<file path="src/rtl/ysyx_23060332_mem_arbiter_pkg.sv">
// ---------------------------------------------------------------------------
// ysyx_23060332_mem_arbiter_pkg
// Shared definitions for the IFU/LSU data-memory arbiter:
//   - physical memory window (MEM_BASE .. MEM_LIMIT, inclusive)
//   - arbiter FSM state encoding (3-bit)
//   - transaction owner encoding (IFU = 0, LSU = 1)
//   - ZeroWord constant and the address-window helper
// ---------------------------------------------------------------------------
package ysyx_23060332_mem_arbiter_pkg;

    localparam logic [31:0] MEM_BASE  = 32'h8000_0000;
    localparam logic [31:0] MEM_LIMIT = 32'h87ff_ffff;
    localparam logic [31:0] ZeroWord  = 32'h0000_0000;

    typedef enum logic [2:0] {
        ST_IDLE = 3'd0,
        ST_REQ  = 3'd1,
        ST_WAIT = 3'd2,
        ST_RESP = 3'd3,
        ST_ERR  = 3'd4
    } arb_state_e;

    typedef enum logic {
        OWNER_IFU = 1'b0,
        OWNER_LSU = 1'b1
    } owner_e;

    // True when addr lies inside the inclusive window [base, limit].
    function automatic logic addr_in_window(
        input logic [31:0] addr,
        input logic [31:0] base,
        input logic [31:0] limit
    );
        return (addr >= base) && (addr <= limit);
    endfunction

endpackage

</file>
<file path="src/rtl/ysyx_23060332_rr_arb2.sv">
// ---------------------------------------------------------------------------
// ysyx_23060332_rr_arb2
// Two-input round-robin picker.
//   req[1:0]    : request vector, bit 0 = IFU, bit 1 = LSU
//   last_grant  : owner that won the previous handshake (IFU = 0, LSU = 1)
//   grant[1:0]  : one-hot grant, 2'b00 when nobody requests
// A lone requester always wins; on a conflict the master that did not win
// last time is chosen, so neither side can starve.
// ---------------------------------------------------------------------------
module ysyx_23060332_rr_arb2 (
    input  logic [1:0] req,
    input  logic       last_grant,
    output logic [1:0] grant
);
    import ysyx_23060332_mem_arbiter_pkg::*;

    // Grant selection: single requester wins, conflicts alternate.
    always_comb begin
        grant = 2'b00;
        case (req)
            2'b01:   grant = 2'b01;
            2'b10:   grant = 2'b10;
            2'b11: begin
                if (last_grant == OWNER_IFU) begin
                    grant = 2'b10;
                end else begin
                    grant = 2'b01;
                end
            end
            default: grant = 2'b00;
        endcase
    end

endmodule

</file>
<file path="src/rtl/ysyx_23060332_mem_arbiter.sv">
// ---------------------------------------------------------------------------
// ysyx_23060332_mem_arbiter
// Shares the single data-memory port between the IFU (read-only) and the
// LSU (read/write). One transaction is outstanding at a time; conflicts are
// resolved round-robin; addresses outside [MEM_BASE, MEM_LIMIT] are answered
// locally with an access fault and never reach memory.
//
// Ports
//   clk, rst                       : clock (rising edge), async active-high reset
//   ifu_req_valid/ready, ifu_addr  : IFU read request channel
//   ifu_resp_valid/rdata/err       : IFU response, resp_valid is a 1-cycle pulse
//   lsu_req_valid/ready, lsu_wen,
//   lsu_addr/wdata/wmask           : LSU request channel
//   lsu_resp_valid/rdata/err       : LSU response, rdata is 0 for writes
//   mem_req_valid/ready, mem_ren,
//   mem_wen, mem_addr/wdata/wmask  : request to the memory module
//   mem_resp_valid, mem_rdata      : memory response (read data / write ack)
// ---------------------------------------------------------------------------
module ysyx_23060332_mem_arbiter #(
    parameter logic [31:0] MEM_BASE  = ysyx_23060332_mem_arbiter_pkg::MEM_BASE,
    parameter logic [31:0] MEM_LIMIT = ysyx_23060332_mem_arbiter_pkg::MEM_LIMIT
) (
    input  logic        clk,
    input  logic        rst,

    input  logic        ifu_req_valid,
    output logic        ifu_req_ready,
    input  logic [31:0] ifu_addr,
    output logic        ifu_resp_valid,
    output logic [31:0] ifu_rdata,
    output logic        ifu_resp_err,

    input  logic        lsu_req_valid,
    output logic        lsu_req_ready,
    input  logic        lsu_wen,
    input  logic [31:0] lsu_addr,
    input  logic [31:0] lsu_wdata,
    input  logic [7:0]  lsu_wmask,
    output logic        lsu_resp_valid,
    output logic [31:0] lsu_rdata,
    output logic        lsu_resp_err,

    output logic        mem_req_valid,
    input  logic        mem_req_ready,
    output logic        mem_ren,
    output logic        mem_wen,
    output logic [31:0] mem_addr,
    output logic [31:0] mem_wdata,
    output logic [7:0]  mem_wmask,
    input  logic        mem_resp_valid,
    input  logic [31:0] mem_rdata
);
    import ysyx_23060332_mem_arbiter_pkg::*;

    arb_state_e  state_r;
    arb_state_e  state_nxt_s;
    owner_e      last_grant_r;
    owner_e      owner_r;
    logic        wen_r;
    logic [31:0] addr_r;
    logic [31:0] wdata_r;
    logic [7:0]  wmask_r;
    logic [31:0] rdata_r;

    logic [1:0]  req_s;
    logic [1:0]  grant_s;
    logic        accept_s;
    owner_e      sel_owner_s;
    logic        sel_wen_s;
    logic [31:0] sel_addr_s;
    logic [31:0] sel_wdata_s;
    logic [7:0]  sel_wmask_s;

    assign req_s = {lsu_req_valid, ifu_req_valid};

    ysyx_23060332_rr_arb2 u_rr_arb2 (
        .req        (req_s),
        .last_grant (last_grant_r),
        .grant      (grant_s)
    );

    // Next-state logic and all outputs, decoded from the registered state.
    always_comb begin
        state_nxt_s    = state_r;
        accept_s       = 1'b0;
        sel_owner_s    = OWNER_IFU;
        sel_wen_s      = 1'b0;
        sel_addr_s     = ZeroWord;
        sel_wdata_s    = ZeroWord;
        sel_wmask_s    = 8'h00;

        ifu_req_ready  = 1'b0;
        ifu_resp_valid = 1'b0;
        ifu_rdata      = ZeroWord;
        ifu_resp_err   = 1'b0;
        lsu_req_ready  = 1'b0;
        lsu_resp_valid = 1'b0;
        lsu_rdata      = ZeroWord;
        lsu_resp_err   = 1'b0;
        mem_req_valid  = 1'b0;
        mem_ren        = 1'b0;
        mem_wen        = 1'b0;
        mem_addr       = ZeroWord;
        mem_wdata      = ZeroWord;
        mem_wmask      = 8'h00;

        case (state_r)
            ST_IDLE: begin
                // Ready is combinational here; it is held low while reset is
                // asserted so no handshake is advertised during reset.
                if (rst) begin
                    accept_s = 1'b0;
                end else if (grant_s[1]) begin
                    lsu_req_ready = 1'b1;
                    accept_s      = 1'b1;
                    sel_owner_s   = OWNER_LSU;
                    sel_wen_s     = lsu_wen;
                    sel_addr_s    = lsu_addr;
                    sel_wdata_s   = lsu_wdata;
                    sel_wmask_s   = lsu_wmask;
                end else if (grant_s[0]) begin
                    ifu_req_ready = 1'b1;
                    accept_s      = 1'b1;
                    sel_owner_s   = OWNER_IFU;
                    sel_addr_s    = ifu_addr;
                end else begin
                    accept_s = 1'b0;
                end

                if (accept_s) begin
                    if (addr_in_window(sel_addr_s, MEM_BASE, MEM_LIMIT)) begin
                        state_nxt_s = ST_REQ;
                    end else begin
                        state_nxt_s = ST_ERR;
                    end
                end else begin
                    state_nxt_s = ST_IDLE;
                end
            end

            ST_REQ: begin
                mem_req_valid = 1'b1;
                mem_ren       = ~wen_r;
                mem_wen       = wen_r;
                mem_addr      = addr_r;
                mem_wdata     = wdata_r;
                mem_wmask     = wmask_r;
                if (mem_req_ready) begin
                    state_nxt_s = ST_WAIT;
                end else begin
                    state_nxt_s = ST_REQ;
                end
            end

            ST_WAIT: begin
                if (mem_resp_valid) begin
                    state_nxt_s = ST_RESP;
                end else begin
                    state_nxt_s = ST_WAIT;
                end
            end

            ST_RESP: begin
                if (owner_r == OWNER_LSU) begin
                    lsu_resp_valid = 1'b1;
                    lsu_rdata      = rdata_r;
                end else begin
                    ifu_resp_valid = 1'b1;
                    ifu_rdata      = rdata_r;
                end
                state_nxt_s = ST_IDLE;
            end

            ST_ERR: begin
                if (owner_r == OWNER_LSU) begin
                    lsu_resp_valid = 1'b1;
                    lsu_resp_err   = 1'b1;
                end else begin
                    ifu_resp_valid = 1'b1;
                    ifu_resp_err   = 1'b1;
                end
                state_nxt_s = ST_IDLE;
            end

            default: begin
                state_nxt_s = ST_IDLE;
            end
        endcase
    end

    // FSM state register.
    always_ff @(posedge clk or posedge rst) begin
        if (rst) begin
            state_r <= ST_IDLE;
        end else begin
            state_r <= state_nxt_s;
        end
    end

    // Latch the winning request on handshake; fields stay frozen until the
    // next handshake so mem_* is stable for the whole REQ phase.
    always_ff @(posedge clk or posedge rst) begin
        if (rst) begin
            last_grant_r <= OWNER_IFU;
            owner_r      <= OWNER_IFU;
            wen_r        <= 1'b0;
            addr_r       <= ZeroWord;
            wdata_r      <= ZeroWord;
            wmask_r      <= 8'h00;
        end else if (accept_s) begin
            last_grant_r <= sel_owner_s;
            owner_r      <= sel_owner_s;
            wen_r        <= sel_wen_s;
            addr_r       <= sel_addr_s;
            wdata_r      <= sel_wdata_s;
            wmask_r      <= sel_wmask_s;
        end else begin
            last_grant_r <= last_grant_r;
            owner_r      <= owner_r;
            wen_r        <= wen_r;
            addr_r       <= addr_r;
            wdata_r      <= wdata_r;
            wmask_r      <= wmask_r;
        end
    end

    // Capture the memory response only in WAIT; responses arriving in any
    // other state are stray and dropped. Writes report zero data.
    always_ff @(posedge clk or posedge rst) begin
        if (rst) begin
            rdata_r <= ZeroWord;
        end else if ((state_r == ST_WAIT) && mem_resp_valid) begin
            if (wen_r) begin
                rdata_r <= ZeroWord;
            end else begin
                rdata_r <= mem_rdata;
            end
        end else begin
            rdata_r <= rdata_r;
        end
    end

endmodule
</file>
<file path="config.mk">
export PLATFORM = sky130hd
export DESIGN_NAME = ysyx_23060332_mem_arbiter
export DESIGN_NICKNAME = d
export VERILOG_FILES = /design/src/rtl/ysyx_23060332_mem_arbiter_pkg.sv /design/src/rtl/ysyx_23060332_rr_arb2.sv /design/src/rtl/ysyx_23060332_mem_arbiter.sv
export SDC_FILE = /design/constraint.sdc
export NUM_CORES = 1
export LEC_CHECK = 0
export CORE_UTILIZATION = 36
export DETAILED_ROUTE_END_ITERATION = 7
export PLACE_DENSITY = 0.77
export SYNTH_ARGS = -nofsm -noshare
export SYNTH_HDL_FRONTEND = slang
export SYNTH_SLANG_ARGS = --single-unit
</file>
<file path="constraint.sdc">
create_clock -name clk -period 3.5 [get_ports clk]
set_clock_uncertainty 0.1 [all_clocks]
set_input_delay 0.525 -clock clk [delete_from_list [all_inputs] [get_ports clk]]
set_output_delay 0.525 -clock clk [all_outputs]
set_load 0.03 [all_outputs]
</file>
**Yosys cells after proc, flatten, opt, wreduce, memory -nomap -nowiden**

Index checks and enable logic that the tools add are counted.

- Order comparisons: 2
- Reductions and logical operators: 4
- Bitwise logic cells: 1
- Eq/ne operators: 7
- Multiplexer cells: 49

Operators with widths:

| kind | count |
|---|---|
| 2-to-1 mux 32 bit | 15 |
| >= comparator 32 bit (second input constant) | 1 |
| less-or-equal comparator 32 bit (second input constant) | 1 |
| 2-to-1 mux 8 bit | 4 |
| 2-to-1 mux 1 bit | 24 |
| one-hot mux 3 bit (3 select lines) | 1 |
| == test 3 x 2 -> 1 bit (second input constant) | 2 |
| 2-to-1 mux 3 bit | 2 |
| one-hot mux 2 bit (3 select lines) | 1 |
| == test 2 bit (second input constant) | 2 |
| 2-to-1 mux 2 bit | 2 |
| == test 3 x 1 -> 1 bit (second input constant) | 1 |
| == test 3 bit (second input constant) | 1 |
| logical NOT 3 bit | 1 |
| == test 2 x 1 -> 1 bit (second input constant) | 1 |
| logical AND 1 bit | 2 |
| OR reduction 2 bit | 1 |
| inverter 1 bit | 1 |

- Register bits: 109
- Input port bits: 143
- Output and inout port bits: 145
- Word-level logic and storage cells: 70

**Longest topological paths before layout**

- Depth in word-level cells: 11
- Depth in mapped cells: 7
- Depth with buffers taken out: 4

**Cells and area by module**

From an unflattened synthesis, not the netlist that was laid out.

- Cell total of the unflattened synthesis: 532
- Area, all modules: 5685.5 um^2

By module, submodules not included:

| module | instances | seq. area each (um^2) | area each (um^2) | cells an instance |
|---|---|---|---|---|
| ysyx_23060332_mem_arbiter | 1 | 2727.6 | 5666.7 | 529 |
| ysyx_23060332_rr_arb2 | 1 | 0.0 | 18.8 | 3 |

**Least setup slack after synthesis**

OpenSTA, ideal clock, no wires.

- Kind: register to output
- Start: reg state_r[1]
- End: out mem_addr[0]
- Slack: 1.431 ns
- Required time: 2.875 ns
- Cell stages (with the launch flop): 6
- Arrival: 1.444 ns
- Path buffers: 2
- Cell sequence: dfrtp_1 or3b_1 inv_2 buf_4 buf_2 and2_1

- Cells in the longest elaborated chain, start to end: 2

Ends and longest elaborated chain:

| what | line | text |
|---|---|---|
| start, declared | ysyx_23060332_mem_arbiter.sv:55 | `arb_state_e state_r;` |
| start signal, assigned | ysyx_23060332_mem_arbiter.sv:196 | `state_r <= state_nxt_s;` |
| == test 3 x 1 -> 1 bit | ysyx_23060332_mem_arbiter.sv:107 | `case (state_r)` |
| 2-to-1 mux 32 bit | ysyx_23060332_mem_arbiter.sv:107 |  |
| end, declared | ysyx_23060332_mem_arbiter.sv:47 | `output logic [31:0] mem_addr,` |

Every way passes these cells.

**Worst setup path after layout**

- Start: reg state_r[2]
- End: out mem_wdata[6]

- Cells in the longest elaborated chain, start to end: 2

Ends and longest elaborated chain:

| what | line | text |
|---|---|---|
| == test 3 x 1 -> 1 bit | ysyx_23060332_mem_arbiter.sv:107 |  |
| 2-to-1 mux 32 bit | ysyx_23060332_mem_arbiter.sv:107 |  |
| end, declared | ysyx_23060332_mem_arbiter.sv:48 | `output logic [31:0] mem_wdata,` |

Every way passes these cells.

==> impl_metrics.env <==
export IMPL_ctsHoldBuffers=0
export IMPL_finalSetupViolCount=0
export IMPL_dp_cells=1003
export IMPL_violations="design-rule violations"
export IMPL_syn2layout_area_growth_pct=60.1
export IMPL_fp_dieW_um=125
export IMPL_drt_iter0_drc=248
export IMPL_met1_usage=0.254
export IMPL_drive_gt1_frac=0.0408
export IMPL_initial_core_util=0.372
export IMPL_worst_pin_slew_ns=0.656
export IMPL_path_buf_inv=3
export IMPL_clockBufferDepth=2
export IMPL_sw_frac_of_total=0.349
export IMPL_synthArstFlopShare=1.00
export IMPL_synth_fp_nets=710
export IMPL_overflow=0
export IMPL_worst_ep_arrival_time_ns=2.64
export IMPL_slew_violations=0
export IMPL_path_depth=5
export IMPL_slew_headroom=0.563
export IMPL_synth_cell_types=31
export IMPL_clk_latency_ns=0.34
export IMPL_crit_family="buffers and inverters"
export IMPL_drt_vias_per_instance=4.98
export IMPL_max_stage_delay_ns=0.67
export IMPL_ant_nets=0
export IMPL_crit_path_end_kind="output port"
export IMPL_seqPwrFrac=0.452
export IMPL_grt_max_degree=65
export IMPL_routedWlPerCell_um=16.2
export IMPL_port_buffers=287
export IMPL_gp_congestion=0.843
export IMPL_place_hpwl_um=12500
export IMPL_max_freq_mhz=307
export IMPL_tns_ns=0
export IMPL_fp_dieH_um=125
export IMPL_antenna_found_initial=0
export IMPL_clkTransAtPathRegs_ns=0.07
export IMPL_cp_slowest_cell="clkdlybuf4s50_1"
export IMPL_startpoint_type="register"
export IMPL_powerDensity_nw_per_um2=569
export IMPL_max_cap_violations=0
export IMPL_drc=40
export IMPL_met2_usage=0.381
export IMPL_first_global_vias=5074
export IMPL_ys_warn_count=0
export IMPL_pre_cts_ws_ns=0.528
export IMPL_post_cts_buffers=0
export IMPL_yosysSeqAreaShare=0.501
export IMPL_cp_cell_sequence="or3b_1 -> clkinv_2 -> buf_4 -> and2_1 -> clkdlybuf4s50_1"
export IMPL_synth_top_area_frac=0.501
export IMPL_synth_area_um2=5440
export IMPL_first_pass_iters=8
export IMPL_htree_levels=3
export IMPL_combPwrFrac=0.349
export IMPL_top_usage_layer="met2"
export IMPL_period_needed_ns=3.26
export IMPL_synthCells=567
export IMPL_cts_root_buf="clkbuf_16"
export IMPL_fin_crit_sh=0.932
export IMPL_p_sw_mw=1.73
export IMPL_ys_flop_type="dfrtp_1"
export IMPL_vdd_drop_max_mv=0.273
export IMPL_crit_path_start="state_r[2]"
export IMPL_grt_pass1_wl_um=26200
export IMPL_final_instance_count_excl_fill=1018
export IMPL_hold_violations=0
export IMPL_cts_sinks=109
export IMPL_hold_depth=2
export IMPL_drt_wl_total_um=16500
export IMPL_layout_setup_ws_ns=0.240
export IMPL_critPathRequiredTime_ns=2.87
export IMPL_die_area_um2=15600
export IMPL_nets=973
export IMPL_grt_util_met3=0.0385
export IMPL_critPathKind="reg2out"
export IMPL_synth_edff_count=0
export IMPL_ys_seq_elements=109
export IMPL_pin_count=288
export IMPL_grt_usage=0.213
export IMPL_num_antenna_cells=0
export IMPL_core_area_um2=14600
export IMPL_rsz0062_at_grt="false"
export IMPL_netlist_top_cell_by_area="dfrtp_1"
export IMPL_internal_power_mw=3.23
export IMPL_cts_tree="yes"
export IMPL_row_count=44
export IMPL_hp_class="reg2reg"
export IMPL_p_leak_nw=3.73
export IMPL_cts_buffers=9
export IMPL_ys_top_cells_by_count="139 x and2_1, 109 x dfrtp_1, 67 x nand2_1"
export IMPL_holdCritStartpoint="addr_r[16]"
export IMPL_critPathMaxFanout=34
export IMPL_reg2reg_depth=4
export IMPL_synth_area_top_cells="dfrtp_1 50%, and2_1 16%, a22o_1 6.6%"
export IMPL_yosysMostFrequentCell="and2_1"
export IMPL_pwr_share_clk=0.198
export IMPL_r2r_start="state_r[0]"
export IMPL_vias=5065
export IMPL_status="complete, but fails checks"
export IMPL_avgSynthCellArea_um2=9.60
[cells in the final DEF, fill, tap and decap left out, types with 2 or more instances in the layout]
cell type / instances
clkbuf_16: 9
a22o_1: 41
clkinv_2: 2
buf_12: 2
clkbuf_1: 4
nand2_1: 67
nand3b_1: 2
o21ai_1: 4
a32oi_1: 3
nor2_1: 8
o21ai_0: 62
a22oi_1: 29
nor2b_1: 3
clkdlybuf4s50_1: 285
and2_1: 139
nand2b_1: 34
and3_1: 2
dfrtp_1: 109
a21oi_1: 2
buf_4: 13
[worst reg2reg max path, cell delays in order (launching register included)]
cell,delay (ns)
dfrtp_1,0.44
nor4_2,0.46
o21ai_4,0.22
buf_4,0.37
a22o_1,0.37
[routing by layer]
metal | up-vias | routed length (um)
met5 | - | 0
met2 | 216 | 8420
li1 | 2431 | -
met4 | 0 | 402
met3 | 24 | 1070
met1 | 2394 | 6560
[metrics by stage]
stage	utilization	hold slack, ns	cell area [um^2]	power, mW
floorplan	-	0.342	5440	3.30
global placement	0.576	0.353	8440	3.92
detailed placement	0.576	0.364	8440	4.02
CTS	0.595	0.380	8710	5.02
global route	0.595	0.402	8720	5.31
finish	0.595	0.373	8720	4.96
[logic make-up after synthesis]
logic type / Yosys count / share of synthesized area
and+or+nand+nor: 260 / 0.268
AOI/OAI and AO/OA: 147 / 0.184
DFF: 109 / 0.501
buffers and inverters: 50 / 0.0444
muxes: 1 / 0.00207
[registers in the layout, indices dropped and copies added, names as in the netlist]
name / flops
rdata_r: 32
state_r: 3
addr_r: 32
owner_r: 1
wmask_r: 8
wdata_r: 32
wen_r: 1
[power by group through the flow]
stage               Sequential, mW  Clock (mW)  Combinational (mW)
global route                  2.33        1.06                1.92
detailed placement            2.26           0                1.76
CTS                           2.25        1.01                1.76
global placement              2.23           0                1.69
floorplan                     2.09           0                1.21
finish                        2.24       0.982                1.73
[timing repair]
item | CTS | global route
resized for setup | 0 | 1
hold endpoints to repair | 0 | 0
endpoints found under the setup margin | 0 | 5
[worst paths after layout]
| check | to | slack, ns |
|---|---|---|
| max in group asynchronous | wdata_r[4] | 1.81 |
| worst max-delay path | mem_wdata[6] | 0.24 |
| worst max register to register | wdata_r[20] | 1.43 |
| min in group asynchronous | state_r[0] | 0.76 |
| worst min-delay path | addr_r[16] | 0.37 |
| worst min register to register | addr_r[16] | 0.37 |
[final cells by class]
| cell class | count | area (um^2) |
|---|---|---|
| fillers | 1216 | 5930 |
| repair buffers | 300 | 2990 |
| flip-flops and latches | 109 | 2730 |
| multi-input cells | 408 | 2480 |
| clock buffers | 13 | 240 |
| well taps | 184 | 230 |
| clock inverters | 2 | 35.0 |
| inverters | 2 | 11.3 |
Power figures use the tool's default switching activity.
